### config.mk
export PLATFORM = sky130hd
export DESIGN_NAME = vfadd16_pipe
export DESIGN_NICKNAME = d
export VERILOG_FILES = /design/src/rtl/vfadd16_pkg.sv /design/src/rtl/vfadd16_lane.sv /design/src/rtl/vfadd16_pipe.sv
export SDC_FILE = /design/constraint.sdc
export NUM_CORES = 2
export LEC_CHECK = 0
export ABC_AREA = 1
export CORE_UTILIZATION = 58
export CTS_CLUSTER_DIAMETER = 60
export DETAILED_ROUTE_END_ITERATION = 10
export GPL_TIMING_DRIVEN = 0
export PLACE_DENSITY = 0.78
export SYNTH_ARGS = -nofsm -noshare
export SYNTH_HDL_FRONTEND = slang
export SYNTH_SLANG_ARGS = --single-unit
export TNS_END_PERCENT = 100
### constraint.sdc
create_clock -name Clk -period 8.5 [get_ports Clk]
set_input_delay 1.7 -clock Clk [delete_from_list [all_inputs] [get_ports Clk]]
set_output_delay 1.7 -clock Clk [all_outputs]
set_load 0.05 [all_outputs]
### src/rtl/vfadd16_pkg.sv
// Shared constants, stage payload type and packing helper for the multi-lane FP16 adder.
package vfadd16_pkg;

  localparam int unsigned EXP_W  = 5;
  localparam int unsigned FRAC_W = 10;
  localparam int unsigned EXT_W  = 15;
  localparam logic [EXP_W-1:0] EXP_MAX = 5'h1F;
  localparam logic [EXP_W-1:0] EXP_SAT = 5'h1E;

  // Extended mantissa layout: {carry, hidden, frac[9:0], G, R, S}
  typedef struct packed {
    logic              sign;
    logic [EXP_W-1:0]  exp;
    logic [EXT_W-1:0]  man;
    logic              special;
  } stage_t;

  function automatic logic [15:0] fp16_pack(input logic sign,
                                            input logic [EXP_W-1:0] exp,
                                            input logic [FRAC_W-1:0] frac);
    return {sign, exp, frac};
  endfunction

endpackage

### src/rtl/vfadd16_lane.sv
// Single-lane FP16 add/sub datapath: align, add, normalise/round; all stages share one advance enable.
module vfadd16_lane
  import vfadd16_pkg::*;
(
  input  logic        Clk,
  input  logic        Rst_n,
  input  logic        Advance,
  input  logic        Sub,
  input  logic [15:0] A,
  input  logic [15:0] B,
  output logic [15:0] Sum,
  output logic        Overflow
);

  // Right shift that folds every shifted-out bit into the sticky position.
  function automatic logic [EXT_W-1:0] align_shr(input logic [EXT_W-1:0] m,
                                                 input logic [EXP_W-1:0] d);
    logic [EXT_W-1:0] shifted;
    logic [EXT_W-1:0] lost;
    shifted = m >> d;
    lost    = m & ~({EXT_W{1'b1}} << d);
    if (d >= 5'd14) begin
      return {{(EXT_W-1){1'b0}}, |m};
    end
    return {shifted[EXT_W-1:1], shifted[0] | (|lost)};
  endfunction

  logic             a_spec, b_spec, b_sign, a_big;
  logic [EXP_W-1:0] ea, eb, ediff;
  logic [EXT_W-1:0] ma, mb;

  stage_t           s1_a_n, s1_a;
  logic             s1_b_sign_n, s1_b_sign;
  logic [EXT_W-1:0] s1_b_man_n, s1_b_man;
  stage_t           s2_n, s2;

  logic [EXT_W-1:0]  m;
  logic [5:0]        e, e_fin;
  logic [11:0]       rnd;
  logic [FRAC_W-1:0] frac;
  logic              rup, ovf_n;
  logic [15:0]       sum_n;

  // S1: expand, pick common exponent, align the smaller operand
  always_comb begin
    a_spec = (A[14:10] == EXP_MAX);
    b_spec = (B[14:10] == EXP_MAX);
    b_sign = B[15] ^ Sub;
    ea     = (A[14:10] == '0) ? 5'd1 : A[14:10];
    eb     = (B[14:10] == '0) ? 5'd1 : B[14:10];
    ma     = {1'b0, (A[14:10] != '0), A[9:0], 3'b000};
    mb     = {1'b0, (B[14:10] != '0), B[9:0], 3'b000};
    a_big  = (ea >= eb);
    ediff  = a_big ? (ea - eb) : (eb - ea);

    s1_a_n         = '0;
    s1_a_n.sign    = A[15];
    s1_a_n.exp     = a_big ? ea : eb;
    s1_a_n.man     = a_big ? ma : align_shr(ma, ediff);
    s1_a_n.special = a_spec | b_spec;
    if (!a_spec && b_spec) begin
      s1_a_n.sign = b_sign;
    end
    s1_b_sign_n = b_sign;
    s1_b_man_n  = a_big ? align_shr(mb, ediff) : mb;
  end

  // S2: magnitude add or subtract; exact cancellation yields +0
  always_comb begin
    s2_n         = '0;
    s2_n.exp     = s1_a.exp;
    s2_n.special = s1_a.special;
    s2_n.sign    = s1_a.sign;
    if (s1_a.special) begin
      s2_n.man = '0;
    end else if (s1_a.sign == s1_b_sign) begin
      s2_n.man = s1_a.man + s1_b_man;
    end else if (s1_a.man >= s1_b_man) begin
      s2_n.man  = s1_a.man - s1_b_man;
      s2_n.sign = (s1_a.man == s1_b_man) ? 1'b0 : s1_a.sign;
    end else begin
      s2_n.man  = s1_b_man - s1_a.man;
      s2_n.sign = s1_b_sign;
    end
  end

  // S3: normalise, round to nearest even, saturate on exponent overflow
  always_comb begin
    m = s2.man;
    e = {1'b0, s2.exp};
    if (m[14]) begin
      m = {1'b0, m[14:2], m[1] | m[0]};
      e = e + 6'd1;
    end else begin
      for (int unsigned i = 0; i < 13; i++) begin
        if (!m[13] && (e > 6'd1)) begin
          m = m << 1;
          e = e - 6'd1;
        end
      end
    end

    rup = m[2] & (m[1] | m[0] | m[3]);
    rnd = {1'b0, m[13:3]} + {11'd0, rup};
    if (rnd[11]) begin
      e_fin = e + 6'd1;
      frac  = '0;
    end else if (rnd[10]) begin
      e_fin = e;
      frac  = rnd[9:0];
    end else begin
      e_fin = '0;
      frac  = rnd[9:0];
    end

    ovf_n = s2.special | (e_fin > {1'b0, EXP_SAT});
    sum_n = ovf_n ? fp16_pack(s2.sign, EXP_MAX, '0)
                  : fp16_pack(s2.sign, e_fin[4:0], frac);
  end

  always_ff @(posedge Clk) begin
    if (!Rst_n) begin
      s1_a      <= '0;
      s1_b_sign <= 1'b0;
      s1_b_man  <= '0;
      s2        <= '0;
      Sum       <= '0;
      Overflow  <= 1'b0;
    end else if (Advance) begin
      s1_a      <= s1_a_n;
      s1_b_sign <= s1_b_sign_n;
      s1_b_man  <= s1_b_man_n;
      s2        <= s2_n;
      Sum       <= sum_n;
      Overflow  <= ovf_n;
    end
  end

endmodule

### src/rtl/vfadd16_pipe.sv
// LANES-wide FP16 adder, 3-stage pipeline with valid/ready handshake and per-lane sticky overflow.
module vfadd16_pipe
  import vfadd16_pkg::*;
#(
  parameter int unsigned LANES = 4,
  parameter int unsigned W     = 16
) (
  input  logic               Clk,
  input  logic               Rst_n,
  input  logic               In_valid,
  output logic               In_ready,
  input  logic               Sub,
  input  logic [LANES*W-1:0] A,
  input  logic [LANES*W-1:0] B,
  output logic               Out_valid,
  input  logic               Out_ready,
  output logic [LANES*W-1:0] Sum,
  output logic [LANES-1:0]   Overflow,
  output logic [LANES-1:0]   Ovf_sticky,
  input  logic               Clr_sticky
);

  logic v1, v2, v3;
  logic advance;

  // Whole pipeline moves together; bubbles are held, never squeezed out.
  assign advance   = ~v3 | Out_ready;
  assign In_ready  = advance;
  assign Out_valid = v3;

  always_ff @(posedge Clk) begin
    if (!Rst_n) begin
      v1 <= 1'b0;
      v2 <= 1'b0;
      v3 <= 1'b0;
    end else if (advance) begin
      v1 <= In_valid;
      v2 <= v1;
      v3 <= v2;
    end
  end

  always_ff @(posedge Clk) begin
    if (!Rst_n) begin
      Ovf_sticky <= '0;
    end else if (Clr_sticky) begin
      Ovf_sticky <= '0;
    end else if (v3 && Out_ready) begin
      Ovf_sticky <= Ovf_sticky | Overflow;
    end
  end

  for (genvar i = 0; i < LANES; i++) begin : g_lane
    vfadd16_lane u_lane (
      .Clk      (Clk),
      .Rst_n    (Rst_n),
      .Advance  (advance),
      .Sub      (Sub),
      .A        (A[i*W +: W]),
      .B        (B[i*W +: W]),
      .Sum      (Sum[i*W +: W]),
      .Overflow (Overflow[i])
    );
  end

endmodule
==> metrics.txt, run 1 <==
# TYPE chip_impl_metric gauge
chip_impl_info{name="status",value="stopped before the end"} 1
chip_impl_info{name="stop_stage",value="global routing (5_1_grt)"} 1
chip_impl_info{name="flow.first_error",value="[ERROR GRT-0232] Routing congestion too high. Check the congestion heatmap in the GUI."} 1
chip_impl_metric{name="post_synth_instance_area",unit="um^2"} 44480
chip_impl_metric{name="postSynthRegisterBits",unit=""} 307
chip_impl_metric{name="die_x",unit="um"} 278.9
chip_impl_metric{name="initial_utilization",unit="%"} 58.56
chip_impl_metric{name="post_synth_num_cell_types",unit=""} 81
chip_impl_metric{name="gp_congestion",unit=""} 1.023
chip_impl_metric{name="chipHeight",unit="um"} 278.9
chip_impl_metric{name="grt_use_total",unit="%"} 70.26
chip_impl_metric{name="numCtsBuffers",unit=""} 42
chip_impl_metric{name="grt_antenna_before_repair",unit=""} 33
chip_impl_metric{name="synthesis.area_per_instance",unit="um^2"} 5.827
chip_impl_metric{name="tritoncts_num_sinks",unit=""} 307
chip_impl_metric{name="clock_tree.buffer_depth",unit=""} 3
chip_impl_metric{name="htree_levels",unit=""} 2
chip_impl_metric{name="core.rowCount",unit=""} 101
chip_impl_metric{name="ctsHoldBuffers",unit=""} 0
chip_impl_metric{name="synth_largest_type_area_fraction",unit="%"} 19.33
chip_impl_info{name="buffer_cell_driving_the_clock_tree_root",value="clkbuf_16"} 1
chip_impl_info{name="synth_top_area_cell",value="nand2_1"} 1
chip_impl_metric{name="seq_area_frac_synth",unit="%"} 13.82
chip_impl_info{name="globalroute.repair_timing.worst_endpoint",value="g_lane[1].u_lane.Sum[6]$_SDFFE_PN0P_/D"} 1
chip_impl_info{name="yosys-top-cells-area",value="nand2_1, dfxtp_1, inv_1"} 1
chip_impl_metric{name="grt_start_max_net_pins",unit=""} 15
chip_impl_metric{name="synth_nets",unit=""} 8011
chip_impl_metric{name="ios",unit=""} 208
chip_impl_metric{name="synth-edff-count",unit=""} 0
chip_impl_metric{name="syn_inst",unit=""} 7633
chip_impl_info{name="worstEpCategory",value="sequential cell input"} 1
chip_impl_metric{name="place.port_buffers",unit=""} 207
chip_impl_metric{name="synthArstFlopShare",unit="%"} 0
chip_impl_metric{name="grt_overflow",unit=""} 6
chip_impl_info{name="ys_dominant_reg_cell",value="dfxtp_1"} 1
chip_impl_metric{name="dp.final_hpwl",unit="mm"} 129.2
chip_impl_metric{name="ys.warnings.count",unit=""} 0
[layer usage]
metal | GRT overflow | global-route usage [%]
met1 | 1 | 72.69
met2 | 2 | 85.15
met4 | 2 | 61.65
met5 | 0 | 38.90
met3 | 1 | 56.13
[through the flow]
stage	cells	setup slack [ns]	util (%)	area, um^2	TNS, ns
2_1_floorplan	7633	0.4051	-	44480	0
3_3_place_gp	8870	-0.7649	62.99	47840	-38.07
3_5_place_dp	8870	-1.034	62.99	47840	-54.94
4_1_cts	9094	0.002720	67.75	51450	0
[cells by family after synthesis]
logic type	Yosys count	share of synthesized area [%]
multiplexers	35	0.7905
AO/OA/AOI/OAI	1644	22.24
adder cells (fa/ha/maj)	244	7.202
XOR/XNOR	98	1.989
buffers and inverters	1436	13.65
AND/OR/NAND/NOR	3869	40.31
flip-flops	307	13.82
[synth_stat cells (all sizes together) (8+ instances only)]
library cell / count
o2111ai: 12
nor2: 570
o311ai: 9
a211oi: 21
mux2i: 34
o31ai: 22
ha: 224
xnor2: 18
a31oi: 65
nor3: 37
a221oi: 10
buf: 78
xor2: 80
clkinv: 18
nor4: 13
a221o: 8
o22ai: 51
dfxtp: 307
clkbuf: 229
nand4: 130
inv: 1106
o21bai: 29
nand3: 465
a22oi: 29
nand2: 2625
nand3b: 13
or2: 13
fa: 20
o211ai: 92
o221ai: 24
a21oi: 461
o21ai: 757
o21a: 8
[what timing repair did]
item	4_1_cts
endpoints found under the setup margin	64
gates resized for setup	221
buffers inserted	147
endpoints found under the hold margin	0
pin swaps	122
gates cloned	4
==> run 2, diff against run 1 <==
--- a/config.mk
+++ b/config.mk
@@ -6,11 +6,10 @@
 export NUM_CORES = 2
 export LEC_CHECK = 0
 export ABC_AREA = 1
-export CORE_UTILIZATION = 58
-export CTS_CLUSTER_DIAMETER = 60
+export CORE_UTILIZATION = 40
 export DETAILED_ROUTE_END_ITERATION = 10
 export GPL_TIMING_DRIVEN = 0
-export PLACE_DENSITY = 0.78
+export PLACE_DENSITY_LB_ADDON = 0.15
 export SYNTH_ARGS = -nofsm -noshare
 export SYNTH_HDL_FRONTEND = slang
 export SYNTH_SLANG_ARGS = --single-unit
==> constraint.sdc (replaced) <==
create_clock -name Clk -period 11.1 [get_ports Clk]
set_input_delay 2.22 -clock Clk [delete_from_list [all_inputs] [get_ports Clk]]
set_output_delay 2.22 -clock Clk [all_outputs]
set_load 0.05 [all_outputs]
==> metrics.txt, run 2 <==
# TYPE chip_impl_metric gauge
chip_impl_metric{name="nFillCells",unit=""} 12210
chip_impl_metric{name="drt_wl_total",unit="mm"} 167.7
chip_impl_info{name="tritoncts",value="yes"} 1
chip_impl_info{name="synth_most_common_cell",value="nand2_1"} 1
chip_impl_metric{name="timing_worst_slew_pin_value",unit="ns"} 1.111
chip_impl_metric{name="fmaxAchievable",unit="MHz"} 101.3
chip_impl_metric{name="crit_fanout",unit=""} 10
chip_impl_metric{name="place.port_buffers",unit=""} 207
chip_impl_metric{name="gp_congestion",unit=""} 1.010
chip_impl_metric{name="synthArstFlopShare",unit="%"} 0
chip_impl_metric{name="worst-endpoint-arrival",unit="ns"} 10.36
chip_impl_info{name="most_numerous_cell_types_in_the_synthesized_netlist",value="nand2_1, inv_1, o21ai_0, nor2_1, a21oi_1"} 1
chip_impl_metric{name="reg2reg_setup_slack",unit="ns"} 1.23
chip_impl_info{name="status",value="finished, final reports clean"} 1
chip_impl_metric{name="seq_area_frac_synth",unit="%"} 13.82
chip_impl_metric{name="synth_nets",unit=""} 8011
chip_impl_metric{name="clock_tree.buffer_depth",unit=""} 3
chip_impl_metric{name="wire_per_inst",unit="um"} 17.85
chip_impl_metric{name="synthMuxAreaShare",unit="%"} 0.7905
chip_impl_metric{name="largest_register_ff_count",unit=""} 88
chip_impl_info{name="dominant_combinational_cell_family_by_area_after_synthesis",value="simple AND/OR/NAND/NOR gates"} 1
chip_impl_metric{name="synth-compound-area-share",unit="%"} 22.24
chip_impl_metric{name="max-slew-margin-rel",unit="%"} 25.68
chip_impl_metric{name="drtPass1Iterations",unit=""} 6
chip_impl_metric{name="synth-edff-count",unit=""} 0
chip_impl_metric{name="tritoncts_num_sinks",unit=""} 307
chip_impl_info{name="cpLargestDelayFamily",value="simple AND/OR/NAND/NOR gates"} 1
chip_impl_info{name="ys_dominant_reg_cell",value="dfxtp_1"} 1
chip_impl_metric{name="syn2layout_area_growth",unit="%"} 12.06
chip_impl_metric{name="totalNegativeSetupSlack",unit="ns"} 0
chip_impl_metric{name="synthesis.area_per_instance",unit="um^2"} 5.827
chip_impl_metric{name="layout_worst_path_cycle_share",unit="%"} 88.93
chip_impl_metric{name="initial_utilization",unit="%"} 40.58
chip_impl_metric{name="grt_antenna_before_repair",unit=""} 6
chip_impl_metric{name="core.rowCount",unit=""} 121
chip_impl_metric{name="layout.area.seq",unit="um^2"} 6146
chip_impl_metric{name="postSynthRegisterBits",unit=""} 307
chip_impl_info{name="synth_top_area_cell",value="nand2_1"} 1
chip_impl_metric{name="synth_fa_ha_area_share",unit="%"} 7.202
chip_impl_info{name="rr_startpoint",value="g_lane[3].u_lane.s2[16]"} 1
chip_impl_metric{name="core_region_area",unit="um^2"} 109600
chip_impl_info{name="largest_register",value="g_lane.u_lane.s2"} 1
chip_impl_metric{name="clock_latency",unit="ns"} 0.63
chip_impl_metric{name="worst-r2r-cell-count",unit=""} 66
chip_impl_metric{name="fraction_of_final_layout_cells_sized_beyond_drive_strength_1",unit="%"} 11.06
chip_impl_metric{name="finalSetupViolCount",unit=""} 0
chip_impl_metric{name="final_net_count",unit=""} 8260
chip_impl_metric{name="multiInputGateArea",unit="um^2"} 32260
chip_impl_info{name="yosys-top-cells-area",value="nand2_1, dfxtp_1, inv_1"} 1
chip_impl_metric{name="grt_start_max_net_pins",unit=""} 13
chip_impl_metric{name="via_count",unit=""} 49920
chip_impl_metric{name="post_synth_and_or_nand_nor_area_fraction",unit="%"} 40.31
chip_impl_info{name="critical_path.endpoint_type",value="register"} 1
chip_impl_metric{name="clock-skew-final",unit="ns"} 0.04097
chip_impl_metric{name="numCtsBuffers",unit=""} 40
chip_impl_info{name="buffer_cell_driving_the_clock_tree_root",value="clkbuf_16"} 1
chip_impl_metric{name="htree_levels",unit=""} 2
chip_impl_info{name="unrepaired_setup_endpoints_after_global_routing",value="false"} 1
chip_impl_info{name="path_class",value="register to register"} 1
chip_impl_metric{name="finalHoldViolCount",unit=""} 0
chip_impl_metric{name="synth_largest_type_area_fraction",unit="%"} 19.33
chip_impl_metric{name="grt_pass1_vias",unit=""} 45240
chip_impl_info{name="cpMostUsedCell",value="nand2_1"} 1
chip_impl_info{name="final_cell_mix",value="nand2_1, inv_1, o21ai_0"} 1
chip_impl_metric{name="final.min_clock_period",unit="ns"} 9.871
chip_impl_metric{name="cpPeakStageDelay",unit="ns"} 0.53
chip_impl_metric{name="route.antenna.remaining_nets",unit=""} 0
chip_impl_info{name="layout_commonest_cell",value="nand2_1"} 1
chip_impl_info{name="reg.largest.list",value="g_lane.u_lane.s2 x88, g_lane.u_lane.s1_a x84, g_lane.u_lane.Sum x64"} 1
chip_impl_metric{name="synth-xor-area-share",unit="%"} 1.989
chip_impl_metric{name="ctsHoldBuffers",unit=""} 0
chip_impl_metric{name="ys.warnings.count",unit=""} 0
chip_impl_info{name="worst_hold_path_type",value="register to register"} 1
chip_impl_info{name="crit_path_top_delay_cell",value="dfxtp_1"} 1
chip_impl_metric{name="hold_path_depth",unit=""} 2
chip_impl_metric{name="dp.final_hpwl",unit="mm"} 139.7
chip_impl_metric{name="max_capacitance_violation_total",unit=""} 0
chip_impl_metric{name="syn_inst",unit=""} 7633
chip_impl_metric{name="chipHeight",unit="um"} 335.5
chip_impl_metric{name="post_synth_instance_area",unit="um^2"} 44480
chip_impl_metric{name="maxSlewViolCount",unit=""} 0
chip_impl_info{name="min_from",value="Ovf_sticky[1]"} 1
chip_impl_metric{name="die_x",unit="um"} 335.5
chip_impl_metric{name="required",unit="ns"} 11.59
chip_impl_info{name="worst_setup_path_start_kind",value="register"} 1
chip_impl_info{name="regToRegEndpoint",value="g_lane[3].u_lane.Sum[11]"} 1
chip_impl_metric{name="count_of_buffering_cells_on_the_critical_path_with_inverters_included",unit=""} 7
chip_impl_metric{name="full_die_area",unit="um^2"} 112500
chip_impl_metric{name="wire_length_of_the_first_global_routing_pass",unit="mm"} 258.9
chip_impl_metric{name="grt_use_total",unit="%"} 28.94
chip_impl_metric{name="post-cts-setup-buffer-count",unit=""} 0
chip_impl_metric{name="clkSlewWorstSetupHoldPaths",unit="ns"} 0.06
chip_impl_metric{name="ios",unit=""} 208
chip_impl_info{name="holdPathEnd",value="Ovf_sticky[1]"} 1
chip_impl_metric{name="post_synth_num_cell_types",unit=""} 81
chip_impl_metric{name="grt_overflow",unit=""} 0
chip_impl_metric{name="post-route-drc-count",unit=""} 0
chip_impl_metric{name="post_cts_gate_resize_count",unit=""} 0
chip_impl_metric{name="vias_per_cell",unit=""} 5.314
chip_impl_metric{name="drt_first_iter_violations",unit=""} 4217
==> run 2: metal layers <==
layer,vias up,global-route usage (%),part of all wire [%]
met1,22930,40.31,47
li1,25270,-,-
met4,4,8.413,3.1
met3,237,3.632,6.4
met2,1479,46.30,44
met5,-,0,0.013
==> run 2: cell families after synthesis <==
| group | Yosys count |
|---|---|
| AO/OA/AOI/OAI | 1644 |
| XOR/XNOR | 98 |
| adder cells (fa/ha/maj) | 244 |
| buffers and inverters | 1436 |
| flip-flops | 307 |
| multiplexers | 35 |
| AND/OR/NAND/NOR | 3869 |
==> run 2: worst reg2reg max path, delay by kind of cell (launching register included) <==
family,cells,cell delay [ns]
AO/OA/AOI/OAI,7,1.88
buffers and inverters,7,0.65
adder cells (fa/ha/maj),2,0.41
AND/OR/NAND/NOR,50,6.25
flip-flops,1,0.53
==> run 2: final cells by class <==
class	count	share of cell area (%)
Buffer	312	3.713
Tap cell	1476	3.705
Inverter	1124	8.470
Antenna cell	5	0.02510
Timing Repair Buffer	207	4.157
Clock buffer	53	2.310
Clock inverter	20	0.5648
Multi-Input combinational cell	5890	64.72
Sequential cell	307	12.33
==> run 2: through the flow <==
stage | area [um^2] | worst slack, ns | hold WS, ns | utilization (%) | instances
floorplan | 44480 | 3.005 | 0.4297 | - | 7633
global placement | 48400 | 1.489 | 0.4415 | 44.15 | 9316
detailed placement | 48400 | 1.431 | 0.4433 | 44.15 | 9316
CTS | 49830 | 1.347 | 0.4541 | 45.46 | 9389
global route | 49830 | 0.2954 | 0.4901 | 45.46 | 9389
finish | 49840 | 1.229 | 0.4531 | 45.47 | 9394
==> run 2: worst max-delay path by stage <==
stage,start,endpoint,slack (ns),cells after the start
final,g_lane[3].u_lane.s2[16],g_lane[3].u_lane.Sum[11],1.23,66
after global routing,g_lane[3].u_lane.s2[16],g_lane[3].u_lane.Sum[5],0.30,68
after CTS,g_lane[3].u_lane.s2[16],g_lane[3].u_lane.Sum[5],1.35,66
after detailed placement,g_lane[3].u_lane.s2[16],g_lane[3].u_lane.Sum[11],1.43,67
after global placement,g_lane[3].u_lane.s2[16],g_lane[3].u_lane.Sum[7],1.49,66
after floorplan,g_lane[1].u_lane.s2[16],g_lane[1].u_lane.Sum[0],3.01,72
Power of run 2 is left out: the tool's default activity adds up to more than one toggle a clock period on the data nets, which glitch-free logic cannot reach.
